$ cat config.mk
export PLATFORM = sky130hd
export DESIGN_NAME = serial_subtractor
export DESIGN_NICKNAME = d
export VERILOG_FILES = /design/src/rtl/serial_subtractor.sv
export SDC_FILE = /design/constraint.sdc
export NUM_CORES = 1
export LEC_CHECK = 0
export BUFFER_PORTS_ARGS = -buffer_cell sky130_fd_sc_hd__buf_2
export CORE_UTILIZATION = 48
export DETAILED_ROUTE_END_ITERATION = 6
export PLACE_DENSITY = 0.79
export SLEW_MARGIN = 15
export SYNTH_ARGS = -nofsm -noshare
export SYNTH_HDL_FRONTEND = slang
export SYNTH_SLANG_ARGS = --single-unit
$ cat constraint.sdc
create_clock -name clk -period 1.7 [get_ports clk]
set_clock_uncertainty 0.2 [all_clocks]
set_input_delay 0.425 -clock clk [delete_from_list [all_inputs] [get_ports clk]]
set_output_delay 0.425 -clock clk [all_outputs]
set_load 0.05 [all_outputs]
$ cat src/rtl/serial_subtractor.sv
// serial_subtractor
//   Bit-serial WIDTH-bit subtractor: diff = a - b - bin, one bit per clock, LSB first,
//   built from a single full-subtractor cell and a registered borrow.
//
// Ports
//   clk       in   system clock, rising edge
//   rst_n     in   asynchronous active-low reset
//   start_i   in   request; accepted only in IDLE or DONE
//   a_i       in   minuend, sampled on the accepting edge
//   b_i       in   subtrahend, sampled on the accepting edge
//   bin_i     in   borrow-in, sampled on the accepting edge
//   busy_o    out  high while bits are being processed
//   done_o    out  one-cycle pulse, results newly updated
//   diff_o    out  a - b - bin modulo 2^WIDTH
//   bout_o    out  unsigned borrow-out (a < b + bin)
//   ovf_o     out  two's-complement overflow of the subtraction
module serial_subtractor #(
   parameter int unsigned WIDTH = 8
) (
   input  logic             clk,
   input  logic             rst_n,
   input  logic             start_i,
   input  logic [WIDTH-1:0] a_i,
   input  logic [WIDTH-1:0] b_i,
   input  logic             bin_i,
   output logic             busy_o,
   output logic             done_o,
   output logic [WIDTH-1:0] diff_o,
   output logic             bout_o,
   output logic             ovf_o
);

   localparam int unsigned CntW = $clog2(WIDTH);
   localparam logic [CntW-1:0] LastBit = CntW'(WIDTH - 1);

   typedef enum logic [1:0] {StIdle, StBusy, StDone} state_e;

   state_e           state_q;
   logic [WIDTH-1:0] a_q, b_q, res_q;
   logic             br_q;
   logic [CntW-1:0]  cnt_q;
   logic             busy_q, done_q, bout_q, ovf_q;
   logic [WIDTH-1:0] diff_q;

   // Full-subtractor cell on the current LSBs of the operand shift registers.
   logic             d_bit, br_next;
   logic [WIDTH-1:0] res_next;

   always_comb begin
      d_bit    = a_q[0] ^ b_q[0] ^ br_q;
      br_next  = (~a_q[0] & b_q[0]) | (~(a_q[0] ^ b_q[0]) & br_q);
      res_next = {d_bit, res_q[WIDTH-1:1]};
   end

   always_ff @(posedge clk or negedge rst_n) begin
      if (!rst_n) begin
         state_q <= StIdle;
         a_q     <= '0;
         b_q     <= '0;
         res_q   <= '0;
         br_q    <= 1'b0;
         cnt_q   <= '0;
         busy_q  <= 1'b0;
         done_q  <= 1'b0;
         diff_q  <= '0;
         bout_q  <= 1'b0;
         ovf_q   <= 1'b0;
      end else begin
         unique case (state_q)
            StIdle, StDone: begin
               done_q <= 1'b0;
               if (start_i) begin
                  a_q     <= a_i;
                  b_q     <= b_i;
                  br_q    <= bin_i;
                  cnt_q   <= '0;
                  busy_q  <= 1'b1;
                  state_q <= StBusy;
               end else begin
                  state_q <= StIdle;
               end
            end
            StBusy: begin
               a_q   <= {1'b0, a_q[WIDTH-1:1]};
               b_q   <= {1'b0, b_q[WIDTH-1:1]};
               br_q  <= br_next;
               res_q <= res_next;
               cnt_q <= cnt_q + 1'b1;
               if (cnt_q == LastBit) begin
                  // a_q[0]/b_q[0] hold the operand MSBs on the final bit.
                  diff_q  <= res_next;
                  bout_q  <= br_next;
                  ovf_q   <= (a_q[0] ^ b_q[0]) & (d_bit ^ a_q[0]);
                  busy_q  <= 1'b0;
                  done_q  <= 1'b1;
                  state_q <= StDone;
               end
            end
            default: begin
               busy_q  <= 1'b0;
               done_q  <= 1'b0;
               state_q <= StIdle;
            end
         endcase
      end
   end

   assign busy_o = busy_q;
   assign done_o = done_q;
   assign diff_o = diff_q;
   assign bout_o = bout_q;
   assign ovf_o  = ovf_q;

endmodule

### Yosys cells after proc, flatten, opt, wreduce, memory -nomap -nowiden

Index checks and enable logic that the tools add are counted.

* bits in registers: 42
* output and inout bits: 12
* logic and storage cells: 48

* add/subtract/negate cells: 1
* equality and inequality tests: 5
* muxes and demuxes: 16
* bitwise operators: 9
* reductions and logical operators: 6

Operator list (number)
* $pmux 8 s2: 2
* $mux 8: 2
* $mux 1: 6
* $pmux 3 s2: 1
* $reduce_and 2->1: 3
* $ne 2x2->1 const B: 2
* $pmux 1 s2: 2
* $pmux 2 s2: 1
* $add 3x1->3 const B: 1
* $and 1x1->1: 3
* $eq 3x3->1 const B: 1
* $mux 3: 1
* $xor 1x1->1: 3
* $eq 2x1->1 const B: 1
* $eq 2x2->1 const B: 1
* $logic_not 2->1: 1
* $mux 2: 1
* $not 1->1: 2
* $reduce_bool 2->1: 1
* $reduce_or 2->1: 1
* $or 1x1->1: 1

### Longest topological paths before layout

* depth in word-level cells: 5
* mapped depth: 6
* depth with buffers taken out: 5

### Least setup slack after synthesis

OpenSTA, ideal clock, no wires.

* path kind: register to register
* start point: register cnt_q[0]
* end point: register bout_q (netlist: bout_o)
* arrival: 1.377 ns
* data required time: 1.375 ns
* slack: -0.002 ns
* cell stages (with the launch flop): 6
* buffers on the path: 1
* clock period less this slack: 1.702 ns
* cells stage by stage: dfrtp_1 -> ha_1 -> ha_1 -> nand3b_1 -> buf_6 -> mux2_4

* word-level cells in the longest chain between the ends: 2

RTL lines
* from (decl): line 41 `logic [CntW-1:0] cnt_q;`
* from (signal assigned): line 88 `cnt_q <= cnt_q + 1'b1;`
* $eq 3x3->1: line 89 `if (cnt_q == LastBit) begin`
* $reduce_and 2->1 (no line)
* to (signal assigned): line 92 `bout_q <= br_next;`
* to (decl): line 42 `logic busy_q, done_q, bout_q, ovf_q;`

Every way passes these cells.
A chain may end at the register's enable or synchronous reset.

### Worst setup path after layout

* start point: register cnt_q[1]
* end point: register diff_q[1] (netlist: diff_o[1])

* word-level cells in the longest chain between the ends: 2

RTL lines
* $eq 3x3->1: line 89
* $reduce_and 2->1 (no line)
* to (signal assigned): line 91 `diff_q <= res_next;`
* to (decl): line 43 `logic [WIDTH-1:0] diff_q;`

Every way passes these cells.

==> results.toml <==
[synth]
synth_top_family_by_area = "simple AND/OR/NAND/NOR gates"
syn_nets = 191
synth-compound-area-share_pct = 9.42
synth_area_per_cell_um2 = 10.3
synth_fa_ha_area_share_pct = 3.36
synth_xor_area_share_pct = 0.511
seq_area_frac_synth_pct = 58.4
syn-cell-area_um2 = 1710
syn_inst = 167
synthSimpleGateAreaFrac_pct = 17.5
ys_seq_elements = 40
yosysWarnings = 0
muxShareOfSynthArea_pct = 6.36
synth_cell_type_count = 21

[placed_design]
place_inst = 239
hpwl_um = 1980
pre_cts_ws_ns = 0.00394
io_buffers = 31
gp_congestion = 0.750

[final_layout]
fin_nets = 229
n_fill_cell = 290
instances_no_fill = 252
final_cell_mix = "nand2_1, dfrtp_1, buf_2, nor2_1, a31oi_1"
final_common_cell = "nand2_1"
final_util_pct = 62.2
diodes = 0
area_growth_pct = 23.0
drive_above_1_share_pct = 29.1

[timing]
worst_slack_ns = 0.0500
fmaxAchievable_mhz = 606
rsz0062_at_grt = "yes"
drv_slew = 0
setup_viol = 0
period_share_pct = 97.1
fin_tns_setup_ns = 0
tightest_slew_ns = 0.339
fin_crit_ns = 1.65
slew_headroom_pct = 77.3
hold_viol_final = 0

[detailed_routing]
drt_pre_antenna_iters = 4
viasPerCell = 4.86
routed_wl_um = 2970
vias = 1224
route.detailed.drc = 0
ant_nets = 0
post_drt_wl_per_cell_um = 11.8
drt_iter0_markers = 34

[setup_path]
crit_path_end_kind = "flip-flop"
r2r-start = "cnt_q[1]"
r2r_cells = 5
cp.arrival_ns = 1.69
cp_max_fo = 12
cp_data_required_time_ns = 1.74
path_class = "reg -> reg"
cp-start-kind = "flip-flop"
cp-startpoint = "cnt_q[1]"

[clocking]
h-tree-depth = 2
clkTransAtPathRegs_ns = 0.12
cts-buffers-inserted = 5
clock_sinks = 40
root_buffer = "clkbuf_4"
cts_buffer_depth = 2
worstSkewPairLatency_ns = 0.35
cts_tree = "built"

[power_and_ir_drop]
power_uw = 4340
ir_drop_mv = 0.763
p_leak_uw = 0.00106
power.density_nw_per_um2 = 2060

[die]
start_util_pct = 50.5
dieArea_um2 = 3810
die_x_um = 61.7
core_area_um2 = 3390
ios = 32
num_rows = 21
dieHeight_um = 61.7

[global_routing]
track_usage_pct = 17.8
grt-ovfl-total = 0
grt_pass1_vias = 1026
grt_max_degree = 42
antenna_found_initial = 0
grt_pass1_wl_um = 4680

[min_path]
hp-class = "in -> reg"
worstHoldStart = "a_i[7]"
hold_path_depth = 2

[status]
outcome = "complete, no violations"

[flow_run]
drv_cap = 0
logic make-up after synthesis:
kind of cell / after synthesis
adders and majority gates: 4
xor gates and xnor gates: 1
muxes: 8
AOI/OAI and AO/OA: 25
and+or+nand+nor: 76
DFF: 40
buffers and inverters: 13
state kept, by name (all words and copies together) (netlist names):
signal and count:
busy_o 1, a_q 8, br_q 1, bout_o 1, diff_o 8, res_q 7, ovf_o 1, state_q 2
cnt_q 3, b_q 8
metrics by stage:
step | hold WS (ns) | instance area, µm²
finish | 0.108 | 2110
global route | 0.0721 | 2110
CTS | 0.0967 | 2070
detailed placement | 0.212 | 1970
global placement | 0.209 | 1970
floorplan | -0.0706 | 1720
cell usage after synthesis:
master    number  share of area (%)
nand2_1       52                 11
mux2_2         3                2.0
clkbuf_1       1               0.22
nand3b_1       1               0.44
buf_2          6                1.8
nor2_1        18                3.9
buf_4          3                1.3
nor2b_1        2               0.73
ha_1           3                2.2
xor2_1         1               0.51
nand2b_1       2               0.73
inv_1          2               0.44
nand3_1        1               0.29
dfrtp_1       40                 58
o21ai_0        5                1.5
mux2_4         5                4.4
a31oi_1       15                5.5
a22o_1         4                2.0
buf_6          1               0.66
fa_1           1                1.2
o31ai_1        1               0.44
cell type report:
class / instances / area, µm² / area share (%)
Clock inverter: 3 / 42.5 / 2.02
Multi-Input combinational cell: 114 / 656 / 31.1
Clock buffer: 5 / 37.5 / 1.78
Timing Repair Buffer: 42 / 305 / 14.5
Inverter: 2 / 7.51 / 0.356
Tap cell: 46 / 57.6 / 2.73
Sequential cell: 40 / 1000 / 47.5
worst paths after layout:
check                                 end  slack, ns
worst min-delay path               a_q[7]       0.11
worst max register to register  diff_o[1]       0.05
min in group asynchronous       diff_o[4]       0.36
max in group asynchronous          b_q[5]       0.73
worst min register to register      ovf_o       0.31
worst max-delay path            diff_o[1]       0.05
metal layers:
metal | share of wire, % | vias up | track usage [%]
li1 | - | 629 | -
met1 | 50 | 565 | 23.8
met2 | 46 | 28 | 26.4
met3 | 3.9 | 2 | 8.07
met4 | 0.47 | 0 | 4.76
met5 | 0 | - | 0
worst max-delay path: stages, from the launching register on:
cell	delay [ns]
dfrtp_1	0.42
ha_2	0.18
ha_2	0.17
nand3b_1	0.12
buf_12	0.16
mux2_4	0.30
where the power goes:
part / internal (µW) / switching (µW)
clock network: 307 / 310
registers: 1400 / 270
logic: 829 / 1220
total: 2540 / 1800
timing repair:
| action | in CTS | in global routing |
|---|---|---|
| hold buffers | 1 | 0 |
| setup endpoints to repair | 2 | 9 |
| hold endpoints to repair | 40 | 0 |
| buffers inserted | 1 | 3 |
| cloned | 0 | 0 |
| gates resized for setup | 1 | 5 |
(Power assumes the default switching activity.)
